## src/rtl/frv_intc_pkg.sv

```systemverilog
// Shared constants for the frv_intc interrupt controller: MMIO register
// offsets, fixed trap causes and trap-request FSM state encodings.
package frv_intc_pkg;

    localparam logic [11:0] INTC_PENDING = 12'h000;
    localparam logic [11:0] INTC_ENABLE  = 12'h004;
    localparam logic [11:0] INTC_MODE    = 12'h008;
    localparam logic [11:0] INTC_CLAIM   = 12'h00C;

    localparam logic [5:0] INTC_CAUSE_NMI = 6'd0;
    localparam logic [5:0] INTC_CAUSE_SW  = 6'd3;
    localparam logic [5:0] INTC_CAUSE_TI  = 6'd7;

    localparam logic [1:0] INTC_ST_IDLE = 2'd0;
    localparam logic [1:0] INTC_ST_REQ  = 2'd1;
    localparam logic [1:0] INTC_ST_HOLD = 2'd2;

endpackage

```

## src/rtl/frv_intc_line.sv

```systemverilog
// One interrupt line: 2-flop synchroniser, rising-edge detect against the
// previous synchronised value, and a sticky pend flop used in edge mode.
module frv_intc_line (
    input  logic g_clk,
    input  logic g_reset,
    input  logic i_line,
    input  logic i_edge,
    input  logic i_clr,
    output logic o_pend
);

    logic r_s1;
    logic r_s2;
    logic r_prev;
    logic r_pend;
    logic w_rise;

    assign w_rise = r_s2 & ~r_prev;

    // A rising edge in the same cycle as a clear keeps the line pending.
    always_ff @(posedge g_clk) begin
        if (g_reset) begin
            r_s1   <= 1'b0;
            r_s2   <= 1'b0;
            r_prev <= 1'b0;
            r_pend <= 1'b0;
        end else begin
            r_s1   <= i_line;
            r_s2   <= r_s1;
            r_prev <= r_s2;
            r_pend <= i_edge & (w_rise | (r_pend & ~i_clr));
        end
    end

    assign o_pend = i_edge ? r_pend : r_s2;

endmodule

```

## src/rtl/frv_intc.sv

```systemverilog
// frv_intc: machine-level interrupt controller with NUM_EXT external lines,
// an MMIO register window and a REQ/ack trap handshake toward the WB stage.
module frv_intc
    import frv_intc_pkg::*;
#(
    parameter int          NUM_EXT        = 8,
    parameter logic [31:0] MMIO_BASE_ADDR = 32'h0000_2000,
    parameter logic [31:0] MMIO_BASE_MASK = 32'hFFFF_F000,
    parameter logic [5:0]  CAUSE_EXT_BASE = 6'd16
) (
    input  logic               g_clk,
    input  logic               g_reset,
    input  logic [NUM_EXT-1:0] int_ext,
    input  logic               int_nmi,
    input  logic               int_software,
    input  logic               ti_pending,
    input  logic               mstatus_mie,
    input  logic               mie_meie,
    input  logic               mie_mtie,
    input  logic               mie_msie,
    output logic               mip_meip,
    output logic               mip_mtip,
    output logic               mip_msip,
    output logic               int_trap_req,
    output logic [5:0]         int_trap_cause,
    input  logic               int_trap_ack,
    input  logic               mmio_en,
    input  logic               mmio_wen,
    input  logic [31:0]        mmio_addr,
    input  logic [31:0]        mmio_wdata,
    output logic [31:0]        mmio_rdata,
    output logic               mmio_error
);

    logic [NUM_EXT-1:0] r_enable;
    logic [NUM_EXT-1:0] r_mode;
    logic [1:0]         r_state;
    logic [5:0]         r_cause;
    logic               r_src_nmi;
    logic               r_src_ext;
    logic [4:0]         r_src_idx;
    logic               r_meip;
    logic               r_mtip;
    logic               r_msip;

    logic [NUM_EXT-1:0] w_pend;
    logic [NUM_EXT-1:0] w_ready;
    logic [NUM_EXT-1:0] w_clr;
    logic               w_nmi_pend;
    logic               w_nmi_clr;
    logic [31:0]        w_off;
    logic               w_hit;
    logic               w_is_pend;
    logic               w_is_en;
    logic               w_is_mode;
    logic               w_is_claim;
    logic               w_err;
    logic               w_rd_ok;
    logic               w_wr_ok;
    logic               w_claim_vld;
    logic [4:0]         w_claim_idx;
    logic               w_claim_take;
    logic               w_ack_take;
    logic               w_src_vld;
    logic [5:0]         w_cause;
    logic               w_src_nmi;
    logic               w_src_ext;
    logic               w_unused_wdata;

    assign w_unused_wdata = ^mmio_wdata;

    assign w_hit      = mmio_en && ((mmio_addr & MMIO_BASE_MASK) == MMIO_BASE_ADDR);
    assign w_off      = mmio_addr & ~MMIO_BASE_MASK;
    assign w_is_pend  = (w_off == 32'(INTC_PENDING));
    assign w_is_en    = (w_off == 32'(INTC_ENABLE));
    assign w_is_mode  = (w_off == 32'(INTC_MODE));
    assign w_is_claim = (w_off == 32'(INTC_CLAIM));
    assign w_err      = w_hit && ((mmio_addr[1:0] != 2'b00)
                                  || !(w_is_pend || w_is_en || w_is_mode || w_is_claim)
                                  || (mmio_wen && w_is_claim));
    assign w_rd_ok    = w_hit && !w_err && !mmio_wen;
    assign w_wr_ok    = w_hit && !w_err && mmio_wen;
    assign mmio_error = w_err;

    assign w_ready = w_pend & r_enable;

    // Lowest-index ready line; shared by CLAIM and trap arbitration.
    always_comb begin
        w_claim_vld = 1'b0;
        w_claim_idx = '0;
        for (int i = NUM_EXT - 1; i >= 0; i--) begin
            if (w_ready[i]) begin
                w_claim_vld = 1'b1;
                w_claim_idx = 5'(i);
            end
        end
    end

    assign w_claim_take = w_rd_ok && w_is_claim && w_claim_vld;
    assign w_ack_take   = int_trap_ack && (r_state == INTC_ST_REQ);
    assign w_nmi_clr    = w_ack_take && r_src_nmi;

    for (genvar i = 0; i < NUM_EXT; i++) begin : g_line
        assign w_clr[i] = (w_wr_ok && w_is_pend && mmio_wdata[i])
                       || (w_wr_ok && w_is_mode && (mmio_wdata[i] != r_mode[i]))
                       || (w_claim_take && (w_claim_idx == 5'(i)))
                       || (w_ack_take && r_src_ext && (r_src_idx == 5'(i)));
        frv_intc_line u_line (
            .g_clk   (g_clk),
            .g_reset (g_reset),
            .i_line  (int_ext[i]),
            .i_edge  (r_mode[i]),
            .i_clr   (w_clr[i]),
            .o_pend  (w_pend[i])
        );
    end

    frv_intc_line u_nmi (
        .g_clk   (g_clk),
        .g_reset (g_reset),
        .i_line  (int_nmi),
        .i_edge  (1'b1),
        .i_clr   (w_nmi_clr),
        .o_pend  (w_nmi_pend)
    );

    always_comb begin
        mmio_rdata = '0;
        if (w_rd_ok) begin
            if (w_is_pend)     mmio_rdata[NUM_EXT-1:0] = w_pend;
            else if (w_is_en)  mmio_rdata[NUM_EXT-1:0] = r_enable;
            else if (w_is_mode) mmio_rdata[NUM_EXT-1:0] = r_mode;
            else               mmio_rdata = {w_claim_vld, 26'b0, w_claim_idx};
        end
    end

    // Fixed priority: NMI (ungated) > external > software > timer.
    always_comb begin
        w_src_vld = 1'b0;
        w_cause   = '0;
        w_src_nmi = 1'b0;
        w_src_ext = 1'b0;
        if (w_nmi_pend) begin
            w_src_vld = 1'b1;
            w_cause   = INTC_CAUSE_NMI;
            w_src_nmi = 1'b1;
        end else if (mstatus_mie && mie_meie && w_claim_vld) begin
            w_src_vld = 1'b1;
            w_cause   = CAUSE_EXT_BASE + {1'b0, w_claim_idx};
            w_src_ext = 1'b1;
        end else if (mstatus_mie && mie_msie && int_software) begin
            w_src_vld = 1'b1;
            w_cause   = INTC_CAUSE_SW;
        end else if (mstatus_mie && mie_mtie && ti_pending) begin
            w_src_vld = 1'b1;
            w_cause   = INTC_CAUSE_TI;
        end
    end

    always_ff @(posedge g_clk) begin
        if (g_reset) begin
            r_enable  <= '0;
            r_mode    <= '0;
            r_state   <= INTC_ST_IDLE;
            r_cause   <= '0;
            r_src_nmi <= 1'b0;
            r_src_ext <= 1'b0;
            r_src_idx <= '0;
            r_meip    <= 1'b0;
            r_mtip    <= 1'b0;
            r_msip    <= 1'b0;
        end else begin
            r_meip <= |w_ready;
            r_mtip <= ti_pending;
            r_msip <= int_software;
            if (w_wr_ok && w_is_en)   r_enable <= mmio_wdata[NUM_EXT-1:0];
            if (w_wr_ok && w_is_mode) r_mode   <= mmio_wdata[NUM_EXT-1:0];
            case (r_state)
                INTC_ST_IDLE: if (w_src_vld) begin
                    r_state   <= INTC_ST_REQ;
                    r_cause   <= w_cause;
                    r_src_nmi <= w_src_nmi;
                    r_src_ext <= w_src_ext;
                    r_src_idx <= w_claim_idx;
                end
                INTC_ST_REQ:  if (int_trap_ack) r_state <= INTC_ST_HOLD;
                INTC_ST_HOLD: r_state <= INTC_ST_IDLE;
                default:      r_state <= INTC_ST_IDLE;
            endcase
        end
    end

    assign int_trap_req   = (r_state == INTC_ST_REQ);
    assign int_trap_cause = r_cause;
    assign mip_meip       = r_meip;
    assign mip_mtip       = r_mtip;
    assign mip_msip       = r_msip;

endmodule

```

## config.mk

```make
export PLATFORM = sky130hd
export DESIGN_NAME = frv_intc
export DESIGN_NICKNAME = d
export VERILOG_FILES = /design/src/rtl/frv_intc_pkg.sv /design/src/rtl/frv_intc_line.sv /design/src/rtl/frv_intc.sv
export SDC_FILE = /design/constraint.sdc
export NUM_CORES = 1
export LEC_CHECK = 0
export ABC_AREA = 1
export BUFFER_PORTS_ARGS = -buffer_cell sky130_fd_sc_hd__buf_2
export CORE_MARGIN = 2
export CORE_UTILIZATION = 45
export DETAILED_ROUTE_END_ITERATION = 8
export GPL_ROUTABILITY_DRIVEN = 0
export PLACE_DENSITY_LB_ADDON = 0.25
export SLEW_MARGIN = 15
export SYNTH_ARGS = -nofsm -noshare
export SYNTH_HDL_FRONTEND = slang
export SYNTH_SLANG_ARGS = --single-unit
export TNS_END_PERCENT = 10
```

## constraint.sdc

```tcl
create_clock -name g_clk -period 1.55 [get_ports g_clk]
set_input_delay 0.0775 -clock g_clk [delete_from_list [all_inputs] [get_ports g_clk]]
set_output_delay 0.0775 -clock g_clk [all_outputs]
set_load 0.01 [all_outputs]
```

* After elaboration in Yosys (flattened, before gate mapping) *
Cells that the tools add are included.
W data, S select, Z words.

word-level totals
  register bits after elaboration = 70
  input port bits = 84
  output and inout port bits = 43
  logic and storage cells = 267

operators by class
  multiplexer cells = 45
  bitwise operators = 54
  reduce and logical (&&, ||, !) cells = 92
  equal/unequal tests = 29
  add/subtract/negate cells = 1

operators by type and width
  kind                   number
  $mux W24               3
  $logic_and A1 B1 Y1    52
  $eq A5 B3 Y1 const B   8
  $logic_not A32 Y1      1
  $mux W32               1
  $mux W5                6
  $logic_or A1 B1 Y1     29
  $and A1 B1 Y1          26
  $eq A12 B4 Y1 const B  2
  $mux W8                3
  $mux W1                23
  $eq A20 B2 Y1 const B  1
  $eq A5 B2 Y1 const B   4
  $not A1 Y1             18
  $eq A12 B3 Y1 const B  1
  $mux W3                4
  $mux W6                2
  $eq A5 B1 Y1 const B   2
  $logic_not A5 Y1       2
  $or A1 B1 Y1           9
  $and A8 B8 Y8          1
  $ne A1 B1 Y1           8
  $reduce_or A8 Y1       1
  $add A5 B5 Y6 const A  1
  other kinds (9)        13

* Logic depth before layout (Yosys ltp) *
  depth in word-level cells = 20
  mapped depth = 14
  gate-level depth less buffers = 14

* Cells and area by module *
Synthesis repeated with hierarchy kept, for this count alone.

second synthesis, totals
  cell total of the unflattened synthesis = 612
  area, all modules = 3803.6 um^2

modules (own cells, without submodules)
  module         area each (um^2)  cells each  times used  sequential area each (um^2)
  frv_intc       2519.9            441         1           580.6
  frv_intc_line  142.6             19          9           80.1

* Least setup slack after synthesis *
No wires, ideal clock.

  path type = register to output
  from = register r_mode[7]
  to = output mmio_rdata[0]
  path slack = 0.062 ns
  required time = 1.472 ns
  data arrival time = 1.411 ns
  stages on the path, launching flop included = 15
  path buffers = 0
  cells stage by stage = dfxtp_1 -> inv_1 -> nand2_1 -> nand2_1 -> nor2_1 -> nand2_1 -> nand2_1 -> nand2_1 -> nand2_1 -> nand2_1 -> nand2_2 -> nand2_1 -> nand2_1 -> nand3_1 -> a21oi_1

on the way
  word-level cells in the longest chain between the ends = 14

ends and longest elaborated chain
  what                    RTL line             source
  from (decl)             frv_intc.sv:36       logic [NUM_EXT-1:0] r_mode;
  from (signal assigned)  frv_intc.sv:177      if (w_wr_ok && w_is_mode) r_mode <= mmio_wdata[NUM_EXT-1:0];
  $mux W1                 frv_intc_line.sv:35  assign o_pend = i_edge ? r_pend : r_s2;
  $and A8 B8 Y8           frv_intc.sv:85       assign w_ready = w_pend & r_enable;
  $mux W3 (2 in series)   frv_intc.sv:92       if (w_ready[i]) begin
  $mux W5 (6 in series)   frv_intc.sv:92
  $mux W8                 frv_intc.sv:132      else if (w_is_mode) mmio_rdata[NUM_EXT-1:0] = r_mode;
  $mux W8                 frv_intc.sv:131      else if (w_is_en) mmio_rdata[NUM_EXT-1:0] = r_enable;
  $mux W8                 frv_intc.sv:130      if (w_is_pend) mmio_rdata[NUM_EXT-1:0] = w_pend;
  $mux W32                frv_intc.sv:129      if (w_rd_ok) begin
  to (decl)               frv_intc.sv:31       output logic [31:0] mmio_rdata,

No other way between the ends.

* Worst setup path in the final report *
  from = register r_mode[7]
  to = register g_line[7].u_line.r_pend

on the way
  word-level cells in the longest chain between the ends = 18
  elaborated cells between the ends (all ways) = 30
  classes of those cells = eq/ne (2); mux (17); bitwise (5); reduce/logical (6)

ends and longest elaborated chain
  what                                                 RTL line                         source
  $mux W1                                              frv_intc_line.sv:35
  $and A8 B8 Y8                                        frv_intc.sv:85
  $mux W3 or $mux W1 (tied branches) (2 in series)     frv_intc.sv:92
  $mux W5 or $mux W1 (tied branches) (6 in series)     frv_intc.sv:92
  $eq A5 B3 Y1 or $logic_and A1 B1 Y1 (tied branches)  frv_intc.sv:106, frv_intc.sv:99
  $logic_and A1 B1 Y1                                  frv_intc.sv:106                  || (w_claim_take && (w_claim_idx == 5'(i)))
  $logic_or A1 B1 Y1                                   frv_intc.sv:106
  $logic_or A1 B1 Y1                                   frv_intc.sv:107                  || (w_ack_take && r_src_ext && (r_src_idx == 5'(i)));
  $not A1 Y1                                           frv_intc_line.sv:31              r_pend <= i_edge & (w_rise | (r_pend & ~i_clr));
  $and A1 B1 Y1                                        frv_intc_line.sv:31
  $or A1 B1 Y1                                         frv_intc_line.sv:31
  $and A1 B1 Y1 (*)                                    frv_intc_line.sv:31
  to (signal assigned)                                 frv_intc_line.sv:31
  to (decl)                                            frv_intc_line.sv:15              logic r_pend;

Every way passes the cells marked *; elsewhere a longest branch is shown, timed or not.
A chain may end at the register's enable or synchronous reset.

==> impl_results.md <==
- DRT Pass-1 Iters: 5
- Type of the worst setup path: reg2reg
- Reg2Reg Depth: 14
- Max-slew violations: 0
- Via count: about 3700
- # rows: 32
- Critical path capture point type: flop
- Mux share of post-synthesis cell area: 0%
- Die area: 0.00858 sq mm
- Yosys warns: 0
- Net switching power: about 860 uW
- Cell-internal power: about 2700 uW
- Hpwl dp: roughly 6900 microns
- Die W: 92.6 microns
- # nets final: approximately 750
- Layout cells sized above 1: about 36%
- R2r endpoint: g_line[7].u_line.r_pend
- Post-Syn Instances: between 500 and 600
- Core Region: ~0.0076 sq mm
- R2R Path Start: r_mode[7]
- Worst vdd ir: about 0.00059 V
- Final WS setup: -351 ps
- Post-DRT Antenna Nets: 0
- Arrival time worst endpoint: 2150 ps
- First-pass GRT wire length: around 15000 microns
- Fmax: between 0.5 and 0.6 GHz
- Sw Ratio: between 20 and 25%
- Minimum clock period: ~1900 ps
- Skew final: 15.9 ps
- Violated checks: negative setup slack
- Clock-pin slew on the worst setup and hold paths: 80 ps
- Vias per inst: between 4 and 5
- Final setup viols: 21
- Register area: ~0.0013 sq mm
- Sum Neg Setup Slack: -4490 ps
- Flop pwr share: between 40 and 50%
- Largest net degree at the start of global routing: 35
- Vias in the first global route: ~3300
- CP Launch Point: r_mode[7]
- Io pins: around 130
- Status: finished, violations left
- Tcrit/Tclk final: 123%
- Drt wl/cell: about 12 microns
- Fill count: 708
- Residual DRC count: 0
- Synth async-reset ratio: 0%
- Die Ht: slightly above 90 microns
- Slew @ Worst Pin: approximately 650 ps
- Largest family of logic cells by synthesized area: simple AND/OR/NAND/NOR gates
- Synth cell types: 38
- Adder-cell area share of the yosys netlist: 0%
- Clk root buf: clkbuf_8
- Yosys reg bits: 65
- Static Leak: ~0.0022 uW
- Clock tree buffer depth: 2
- Area occupied by multi-input gates: between 0.0015 and 0.002 sq mm
- XOR/XNOR Fraction of Synth Area: around 2.0%
- Final Non-Filler Cells: a little under 800
- Pwr/cell area: just over 700 mW/mm^2
- Synth area leader: dfxtp_1
- Crit path to: g_line[7].u_line.r_pend
- Initial antenna violation count: 0
- Final Hold Viols: 0
- Final Power: roughly 3500 uW
- Register area share after synthesis: roughly 37%
- # diodes: 0
- Max_cap viols: 0
- Placed instance count: between 700 and 800
- Count of input and output buffers: between 70 and 80
- Initial DRC Count: approximately 240
- Layout area overhead: 37.3%
- Synth area leaders: dfxtp_1 37%, nor2_1 11%, nand2_1 9.9%
- Simple-Gate Fraction of Synth Area: approximately a third
- TritonCTS clock tree: done
- Crit path launch type: flop
- TritonCTS Buffers: 9
- Gate power share: 10.8%
- RSZ-0062 raised after global routing: yes
- Post-synth EDFFs: 0
- CTS sink count: 65
- Syn_area_per_cell: between 6 and 7 sq um
- Crit path required time: 1790 ps
- Slew headroom: 56.3%
- Worst skew pair latency: between 300 and 400 ps
- Final Util: 63.4%
- Total gr overflow: 0
- R2r setup slk: -350 ps
- CP max FO: 6
- Mapped cell area: around 0.0035 sq mm
- Yosys top cell area share: between 30% and 40%
- Min-Delay Path Class: in2reg
- H-tree depth: 3
- Top_reg_cell synth: dfxtp_1
- Compound-Gate Fraction of Synth Area: roughly an eighth
- Clk network pwr share: 40.0%
- Tot GR Track Use: ~22%
- Initial Util: a little under half
- Detailed-route wire length: around 9400 microns
## metrics by stage
stage	worst slack, ps	hold slack [ps]	area (sq um)
2_1_floorplan	61.8	184	3620
3_3_place_gp	-91.6	278	4330
3_5_place_dp	-129	286	4330
4_1_cts	-365	13.1	4740
5_1_grt	-455	30.5	4850
6_report	-351	30.5	4850
## power by group through the flow
stage	sequential, uW	clock (uW)	combinational [uW]
global placement	1770	0	336
detailed placement	1780	0	344
global route	1740	1520	427
finish	1730	1410	380
floorplan	1780	0	231
CTS	1740	1440	372
## routing by layer
layer  vias to the layer above  part of all wire, %  track usage, %
met2                       154                   48            38.0
met4                         0                  2.2            8.70
met3                        19                  7.3            5.29
met5                         -                    0               0
li1                       1853                    -               -
met1                      1624                   42            25.9
## synthesized netlist by cell type (4+ instances only)
cell type  count
nor2_1       101
nand2_1       93
dfxtp_1       65
inv_1         65
a21oi_1       27
buf_4         26
o21ai_0       19
nand3_1       18
or2_2          8
xnor2_1        8
o21ai_1        7
nor2_2         6
nor4_1         6
a211oi_2       5
a221oi_1       5
clkbuf_1       5
nand4_1        5
and2_1         4
nand2_2        4
nand2_4        4
nor2_4         4
## worst max-delay path, stage by stage (launching register included)
cell and delay, ps:
dfxtp_4 380, inv_4 40, nand2_4 60, nand3_2 60, nand2_2 100, inv_2 40, o21bai_1 160, nand2_1 120
buf_4 150, buf_4 120, buf_4 130, clkinvlp_4 120, nand4_1 150, nand2_1 100, a21oi_1 60
## area by class of cell
class	instances	area share, %
clock inverter	3	0.825
multi-input combinational	365	40.3
clock buffer	13	3.07
sequential	65	27.1
inverter	72	5.83
tap	102	2.63
timing repair buffer	149	20.2
## logic make-up after synthesis
kind of cell / after synthesis
and+or+nand+nor: 261
buffers and inverters: 106
AOI/OAI and AO/OA: 71
DFF: 65
xor gates and xnor gates: 8
other: 1
## worst min-delay path by stage
| stage | to | cells after the start | from |
|---|---|---|---|
| global placement | g_line[5].u_line.r_s1 | 3 | int_ext[5] |
| finish | r_enable[3] | 3 | mmio_wdata[3] |
| detailed placement | g_line[1].u_line.r_s1 | 3 | int_ext[1] |
| floorplan | g_line[0].u_line.r_s1 | 2 | int_ext[0] |
| CTS | r_enable[3] | 3 | mmio_wdata[3] |
| global route | r_enable[3] | 3 | mmio_wdata[3] |
## sequential cells by signal, summed over array words and instances, names as in the netlist, 2 cells and up
register	cells
r_src_idx	3
g_line.u_line.r_pend	8
int_trap_cause	4
r_mode	8
g_line.u_line.r_s2	8
r_state	2
r_enable	8
g_line.u_line.r_prev	8
g_line.u_line.r_s1	8
## cells in the final DEF, fill, tap and decap left out, types with 7 or more instances in the layout
cell,Yosys,layout
nor2_1,101,100
nand2_1,93,81
buf_2,0,77
inv_1,65,60
dfxtp_1,65,58
buf_4,26,58
conb_1,1,25
a21oi_1,27,20
o21ai_0,19,16
nand2_2,4,14
dlygate4sd3_1,0,12
nand3_2,2,11
clkbuf_8,0,10
nand3_1,18,9
a21oi_2,1,8
xnor2_1,8,8
or2_2,8,8
nor2_4,4,7
## repair_timing
item | CTS | global route
endpoints found under the setup margin | 21 | 26
hold buffers | 12 | 0
endpoints found under the hold margin | 12 | 0
pin swaps | 9 | 15
resized for setup | 29 | 28
buffers inserted | 2 | 3
Power figures use the tool's default switching activity.
